[src/rtl/risc_mgmt_exec_arbiter.sv]
// risc_mgmt_exec_arbiter: execute-stage arbiter for RISC-MGMT extensions.
// Launches one of N_EXT extensions, stalls while it is busy, lends it the
// shared ALU, enforces a busy timeout and returns one registered result beat.
//
// Ports:
//   CLK, nRST              clock, asynchronous active-low reset
//   start, sel, flush      launch request, channel index, pipeline abort
//   rdata_s_0/1            source operands (broadcast to extensions)
//   ext_start              one-hot launch pulse per channel
//   ext_busy..ext_alu_op   per-channel status, data and ALU requests
//   ext_alu_res            shared ALU result back to extensions
//   alu_access/data/op     ALU request from the owning channel
//   alu_res                ALU result
//   stall                  hold the pipeline
//   done, reg_w, reg_wdata one-cycle result beat and write-back
//   branch_jump, br_j_addr redirect request
//   exception, exc_cause   0 none, 1 extension, 2 timeout, 3 illegal sel

module risc_mgmt_exec_arbiter #(
    parameter int N_EXT       = 4,
    parameter int DATA_W      = 32,
    parameter int ALUOP_W     = 4,
    parameter int TIMEOUT_CYC = 64,
    localparam int SEL_W      = (N_EXT > 1) ? $clog2(N_EXT) : 1
) (
    input  logic                      CLK,
    input  logic                      nRST,
    input  logic                      start,
    input  logic [SEL_W-1:0]          sel,
    input  logic                      flush,
    input  logic [DATA_W-1:0]         rdata_s_0,
    input  logic [DATA_W-1:0]         rdata_s_1,
    output logic [N_EXT-1:0]          ext_start,
    input  logic [N_EXT-1:0]          ext_busy,
    input  logic [N_EXT-1:0]          ext_exception,
    input  logic [N_EXT-1:0]          ext_reg_w,
    input  logic [N_EXT-1:0]          ext_branch_jump,
    input  logic [N_EXT-1:0]          ext_alu_access,
    input  logic [N_EXT*DATA_W-1:0]   ext_reg_wdata,
    input  logic [N_EXT*DATA_W-1:0]   ext_br_j_addr,
    input  logic [N_EXT*DATA_W-1:0]   ext_alu_data_0,
    input  logic [N_EXT*DATA_W-1:0]   ext_alu_data_1,
    input  logic [N_EXT*ALUOP_W-1:0]  ext_alu_op,
    output logic [DATA_W-1:0]         ext_alu_res,
    output logic                      alu_access,
    output logic [DATA_W-1:0]         alu_data_0,
    output logic [DATA_W-1:0]         alu_data_1,
    output logic [ALUOP_W-1:0]        alu_op,
    input  logic [DATA_W-1:0]         alu_res,
    output logic                      stall,
    output logic                      done,
    output logic                      reg_w,
    output logic [DATA_W-1:0]         reg_wdata,
    output logic                      branch_jump,
    output logic [DATA_W-1:0]         br_j_addr,
    output logic                      exception,
    output logic [1:0]                exc_cause
);

    localparam int CNT_W = (TIMEOUT_CYC > 0) ? $clog2(TIMEOUT_CYC + 1) : 1;

    localparam logic [1:0] CAUSE_NONE = 2'd0;
    localparam logic [1:0] CAUSE_EXT  = 2'd1;
    localparam logic [1:0] CAUSE_TMO  = 2'd2;
    localparam logic [1:0] CAUSE_SEL  = 2'd3;

    typedef enum logic [1:0] {
        S_IDLE = 2'd0,
        S_RUN  = 2'd1,
        S_DONE = 2'd2
    } state_e;

    state_e              state_q, state_d;
    logic [SEL_W-1:0]    own_q, own_d;
    logic [CNT_W-1:0]    cnt_q, cnt_d;
    logic                reg_w_q, reg_w_d;
    logic                bj_q, bj_d;
    logic                exc_q, exc_d;
    logic [1:0]          cause_q, cause_d;
    logic [DATA_W-1:0]   wdata_q, wdata_d;
    logic [DATA_W-1:0]   addr_q, addr_d;

    // Signals of the owning channel
    logic                own_busy;
    logic                own_exc;
    logic                own_rw;
    logic                own_bj;
    logic                own_acc;
    logic [DATA_W-1:0]   own_wdata;
    logic [DATA_W-1:0]   own_addr;
    logic [DATA_W-1:0]   own_d0;
    logic [DATA_W-1:0]   own_d1;
    logic [ALUOP_W-1:0]  own_op;

    logic                accept;
    logic                sel_legal;
    logic                tmo_hit;
    logic                in_run;

    // Operands are broadcast straight to the extensions by the decode path;
    // the arbiter itself never looks at them.
    logic                unused_ok;
    assign unused_ok = ^{rdata_s_0, rdata_s_1};

    assign in_run    = (state_q == S_RUN);
    assign sel_legal = ({1'b0, sel} < (SEL_W + 1)'(N_EXT));
    assign accept    = start && !flush && !in_run;
    assign tmo_hit   = (TIMEOUT_CYC != 0) &&
                       (cnt_q == CNT_W'(TIMEOUT_CYC));

    always_comb begin
        own_busy  = 1'b0;
        own_exc   = 1'b0;
        own_rw    = 1'b0;
        own_bj    = 1'b0;
        own_acc   = 1'b0;
        own_wdata = '0;
        own_addr  = '0;
        own_d0    = '0;
        own_d1    = '0;
        own_op    = '0;
        for (int i = 0; i < N_EXT; i++) begin
            if (own_q == SEL_W'(i)) begin
                own_busy  = ext_busy[i];
                own_exc   = ext_exception[i];
                own_rw    = ext_reg_w[i];
                own_bj    = ext_branch_jump[i];
                own_acc   = ext_alu_access[i];
                own_wdata = ext_reg_wdata[i*DATA_W +: DATA_W];
                own_addr  = ext_br_j_addr[i*DATA_W +: DATA_W];
                own_d0    = ext_alu_data_0[i*DATA_W +: DATA_W];
                own_d1    = ext_alu_data_1[i*DATA_W +: DATA_W];
                own_op    = ext_alu_op[i*ALUOP_W +: ALUOP_W];
            end
        end
    end

    always_comb begin
        state_d   = state_q;
        own_d     = own_q;
        cnt_d     = cnt_q;
        reg_w_d   = 1'b0;
        bj_d      = 1'b0;
        exc_d     = 1'b0;
        cause_d   = CAUSE_NONE;
        wdata_d   = wdata_q;
        addr_d    = addr_q;
        ext_start = '0;

        if (flush) begin
            state_d = S_IDLE;
        end else begin
            unique case (state_q)
                S_RUN: begin
                    // A finishing extension beats a timeout in the same cycle
                    if (!own_busy) begin
                        state_d = S_DONE;
                        reg_w_d = own_rw & ~own_exc;
                        bj_d    = own_bj & ~own_exc;
                        exc_d   = own_exc;
                        cause_d = own_exc ? CAUSE_EXT : CAUSE_NONE;
                        wdata_d = own_wdata;
                        addr_d  = own_addr;
                    end else if (tmo_hit) begin
                        state_d = S_DONE;
                        exc_d   = 1'b1;
                        cause_d = CAUSE_TMO;
                    end else begin
                        cnt_d = cnt_q + CNT_W'(1);
                    end
                end
                S_IDLE, S_DONE: begin
                    state_d = S_IDLE;
                    if (accept) begin
                        if (sel_legal) begin
                            for (int i = 0; i < N_EXT; i++) begin
                                ext_start[i] = (sel == SEL_W'(i));
                            end
                            own_d   = sel;
                            cnt_d   = '0;
                            state_d = S_RUN;
                        end else begin
                            state_d = S_DONE;
                            exc_d   = 1'b1;
                            cause_d = CAUSE_SEL;
                        end
                    end
                end
                default: begin
                    state_d = S_IDLE;
                end
            endcase
        end
    end

    always_ff @(posedge CLK or negedge nRST) begin
        if (!nRST) begin
            state_q <= S_IDLE;
            own_q   <= '0;
            cnt_q   <= '0;
            reg_w_q <= 1'b0;
            bj_q    <= 1'b0;
            exc_q   <= 1'b0;
            cause_q <= CAUSE_NONE;
            wdata_q <= '0;
            addr_q  <= '0;
        end else begin
            state_q <= state_d;
            own_q   <= own_d;
            cnt_q   <= cnt_d;
            reg_w_q <= reg_w_d;
            bj_q    <= bj_d;
            exc_q   <= exc_d;
            cause_q <= cause_d;
            wdata_q <= wdata_d;
            addr_q  <= addr_d;
        end
    end

    assign stall       = in_run | accept;
    assign done        = (state_q == S_DONE);
    assign reg_w       = reg_w_q;
    assign reg_wdata   = wdata_q;
    assign branch_jump = bj_q;
    assign br_j_addr   = addr_q;
    assign exception   = exc_q;
    assign exc_cause   = cause_q;

    assign ext_alu_res = alu_res;
    assign alu_access  = in_run & own_acc;
    assign alu_data_0  = in_run ? own_d0 : '0;
    assign alu_data_1  = in_run ? own_d1 : '0;
    assign alu_op      = in_run ? own_op : '0;

endmodule

[config.mk]
export PLATFORM = sky130hd
export DESIGN_NAME = risc_mgmt_exec_arbiter
export DESIGN_NICKNAME = d
export VERILOG_FILES = /design/src/rtl/risc_mgmt_exec_arbiter.sv
export SDC_FILE = /design/constraint.sdc
export NUM_CORES = 1
export LEC_CHECK = 0
export CAP_MARGIN = 20
export CORE_AREA = 2 2 326 328
export DETAILED_ROUTE_END_ITERATION = 6
export DIE_AREA = 0 0 328 330
export PLACE_DENSITY = 0.3
export SLEW_MARGIN = 20
export SYNTH_ARGS = -nofsm -noshare
export SYNTH_HDL_FRONTEND = slang
export SYNTH_SLANG_ARGS = --single-unit
[constraint.sdc]
create_clock -name CLK -period 2.71 [get_ports CLK]
set_input_delay 0.6775 -clock CLK [delete_from_list [all_inputs] [get_ports CLK]]
set_output_delay 0.6775 -clock CLK [all_outputs]
set_load 0.01 [all_outputs]
* Yosys cells after proc, flatten, opt, wreduce, memory -nomap -nowiden *
Cells that the tools add are included.

storage, ports and cells
  output and inout port bits = 176
  word-level logic and storage cells = 112
  register bits = 80

operators by class
  bitwise gates (word level) = 7
  $add $sub $neg = 1
  multiplexer cells = 70
  reductions and logical operators = 12
  equal/unequal tests = 13

operator list
  kind                                           number
  2-to-1 mux 32 bit                              18
  2-to-1 mux 1 bit                               32
  2-to-1 mux 4 bit                               8
  2-to-1 mux 7 bit                               3
  2-to-1 mux 2 bit                               7
  one-hot mux 7 bit (2 select lines)             1
  == test 2 bit, second input constant           5
  adder 7 x 1 -> 7 bit, second input constant    1
  == test 7 bit, second input constant           1
  == test 2 x 1 -> 1 bit, second input constant  3
  logical NOT 2 bit                              3
  inequality test 2 bit, second input constant   3
  AND reduction 3 bit                            2
  AND reduction 5 bit                            1
  inequality test 4 bit, second input constant   1
  one-hot mux 2 bit (2 select lines)             1
  AND 1 bit                                      3
  NOT 1 bit                                      3
  logical AND 1 bit                              2
  logical NOT 1 bit                              2
  nonzero test 2 bit                             1
  OR reduction 2 bit                             1
  bitwise OR 1 bit                               1

* Depth between registers and ports, before layout *
  word-level depth = 10
  gate-level depth with buffers = 7
  gate-level depth less buffers = 6

* Worst setup path before layout *
Ideal clock, no wire load.

  path type = input to output
  start = input flush
  end = output ext_start[2]
  arrival time = 1.649 ns
  slack = 0.384 ns
  stages = 4
  data required time = 2.033 ns
  buffers on the path = 1
  cell sequence = nand2b_1 > or2_2 > clkbuf_1 > nor3b_1

on the way
  cells in the longest elaborated chain, start to end = 6

RTL lines
  what                            RTL line  source
  start: declaration              30        input logic flush,
  logical NOT 1 bit               107       assign accept = start && !flush && !in_run;
  logical AND 1 bit (2 in a row)  107
  2-to-1 mux 4 bit                174       if (accept) begin
  2-to-1 mux 4 bit                153       unique case (state_q)
  2-to-1 mux 4 bit (*)            150       if (flush) begin
  end: declaration                33        output logic [N_EXT-1:0] ext_start,

Mark *: on every way between the ends. The rest lies on a longest branch, timed or not.

* Worst setup path in the final report *
  start = register own_q[0]
  end = output alu_op[0]

on the way
  cells in the longest elaborated chain, start to end = 6

RTL lines
  what                           RTL line  source
  start: declaration             74        logic [SEL_W-1:0] own_q, own_d;
  start signal: assignment       209       own_q <= own_d;
  logical NOT 2 bit              123       if (own_q == SEL_W'(i)) begin
  2-to-1 mux 4 bit (3 in a row)  123
  2-to-1 mux 4 bit (*)           123
  2-to-1 mux 4 bit (*)           233       assign alu_op = in_run ? own_op : '0;
  end: declaration               48        output logic [ALUOP_W-1:0] alu_op,

Marked as above.

==> out/qor.txt <==
vias per cell - 2.92
largest area contributor in the netlist - mux4_2
Slew HR - 61.5%
DP Wirelength - 42800 um
die area - 108000 um^2
clock sinks - 80
fin crit share - 102%
VDD IR max - 0.246 mV
status - finished with violations
H-tree depth - 3
R2R setup slack - 0.12 ns
total congestion overflow - 0
hold crit path type - in2async
failing checks - setup timing
unrepaired setup endpoints after global routing - true
drc violations - 0
worst path required time - 2.03 ns
Pwr Density - 510 nW/um^2
Syn Std Cell Area - 7050 um^2
first-pass GRT wire length - 68000 um
routed vias - 7617
num ports - 826
row cnt - 119
fin nets - 1863
FF-to-FF Start - own_q[0]
crit path kind - reg2out
gpl congestion - 0.831
WL met2 - 27900 um
Max Root-Sink Buffers - 2
post-synthesis sequential area ratio - 28.4%
Non-Filler Instances - 2608
share of the synthesized area in the top cell type - 43.8%
WL final - 51300 um
syn_nets - 1142
worst-path fanout max - 6
initial antenna violation count - 12
Fin. Hold Viols - 0
Met1 Wirelength - 17400 um
Pins Over Slew Limit - 0
DP Cell Count - 2570
highest metal used - met5
most common cell after layout, fill and taps aside - clkdlybuf4s50_1
Clock Pin Slew Worst Setup and Hold Paths - 0.08 ns
Die Ht - 330 um
Pre-antenna DRT Iters - 4
Total GRT Usage - 9.05%
Worst R2R End - reg_wdata[2]
routed len/inst - 19.7 um
root buf cell - clkbuf_16
Pleak - 0.00606 uW
CTS tree - built
Core Area - 105000 um^2
Clock Latency Late Sink - 0.37 ns
Synth area leaders - mux4_2 44%, dfrtp_1 28%, mux2_1 6.4%, nor2b_1 6.4%, buf_4 3.9%
commonest cells after routing, fill and taps aside - 621 x clkdlybuf4s50_1, 137 x mux4_2, 76 x dfrtp_1
clk_skew - 0.0128 ns
Least-Margin Pin Slew - 0.578 ns
reg2reg path depth - 8
Avg Synthesized Cell Area - 14.4 um^2
crit start category - register
final critical-path setup slack - -0.0450 ns
initial DRC count - 210
total power - 8520 uW
number of synthesized flops with an enable pin - 0
largest net degree at the start of global routing - 43
# setup viols final - 13
Post-DRT Antenna Nets - 0
Yosys warnings - 0
Post-synth ARST share - 100%
Critical Path AT - 2.08 ns
Crit. End Element - output port
CTS buffer count - 9
Initial Util - 6.74%
Max Cap Viol - 0
pre-CTS setup slack - -0.460 ns
Worst Setup SP - own_q[0]
Layout area overhead - 137%
length of routed met3 wiring - 4600 um
Seq cells post-synth - 80
final core occ - 16.0%
Main synth FF type - dfrtp_1
Port-buffer cells - 697
FMAX - 363 MHz
chip width - 328 um
Final min period - 2.75 ns
Synth Instances - 490
via count of the first global-routing pass - 8817
post-synth cell types - 27
share of cells above drive strength 1 - 30.9%
[metrics by stage]
step / hold slack [ns] / setup TNS (ns) / area, um^2
after floorplan: 0.382 / 0 / 7050
after global placement: 0.471 / -15.07 / 16100
after detailed placement: 0.474 / -14.74 / 16100
after CTS: 0.302 / -5.93 / 16500
after global routing: 0.319 / -5.79 / 16700
final: 0.294 / -0.200 / 16700
[cell usage after synthesis, types with 3 or more instances]
cell type / instances
mux4_2: 137
dfrtp_1: 80
nor2b_1: 72
mux2_1: 40
buf_4: 37
clkbuf_1: 24
mux2_2: 24
buf_2: 17
nand2_1: 16
o211ai_1: 6
or4_1: 6
inv_1: 4
and2_1: 3
nand2b_1: 3
nor2_1: 3
[registers in the layout, summed over array words and instances, names as in the netlist]
| signal | cells |
|---|---|
| state_q | 2 |
| exception | 1 |
| reg_wdata | 32 |
| own_q | 2 |
| branch_jump | 1 |
| reg_w | 1 |
| cnt_q | 7 |
| br_j_addr | 32 |
| exc_cause | 2 |
[per-layer routing]
metal | track usage (%) | vias to the layer above
met5 | 0 | -
met4 | 2.98 | 8
met3 | 2.93 | 50
met2 | 17.5 | 451
met1 | 9.02 | 3741
li1 | - | 3367
[logic make-up after synthesis]
logic type               count (synthesis)  share of synthesized area, %
AO/OA/AOI/OAI                            9                         0.870
adder cells (fa/ha/maj)                  2                         0.355
buffers and inverters                   83                          6.69
flip-flops                              80                          28.4
multiplexers                           201                          54.0
AND/OR/NAND/NOR                        115                          9.71
[report_power, final]
group | internal [uW] | total (uW) | switching, uW
Combinational | 3290 | 5230 | 1940
Sequential | 1690 | 1970 | 279
Clock | 726 | 1320 | 594
[critical path, stage by stage, from the launching register on]
cell and delay (ns):
dfrtp_4 0.55, buf_12 0.18, buf_8 0.11, mux4_2 0.54, nor2b_4 0.15, buf_6 0.15
[final cells by class]
type | count | area (um^2)
diodes | 1 | 2.50
clock buffers | 9 | 225
clock inverters | 7 | 80.1
fillers | 11600 | 88000
inverters | 4 | 15.0
multi-input cells | 328 | 4780
flip-flops and latches | 80 | 2010
well taps | 1391 | 1740
repair buffers | 788 | 7870
[worst max path at each step]
stage / end / slack, ns / depth (start not counted)
CTS: alu_data_1[2] / -0.18 / 7
floorplan: ext_start[2] / 0.38 / 4
detailed placement: ext_start[2] / -0.46 / 5
finish: alu_op[0] / -0.04 / 5
global placement: ext_start[1] / -0.52 / 7
global route: alu_op[0] / -0.15 / 5
[what timing repair did]
action                     CTS  global route
hold buffers                 0             0
resized for setup          311            84
hold endpoints to repair     0             0
cloned                       5             0
setup buffers               17             8
setup endpoints to repair   74            71
Note: power is estimated with default switching activity, not from simulation.
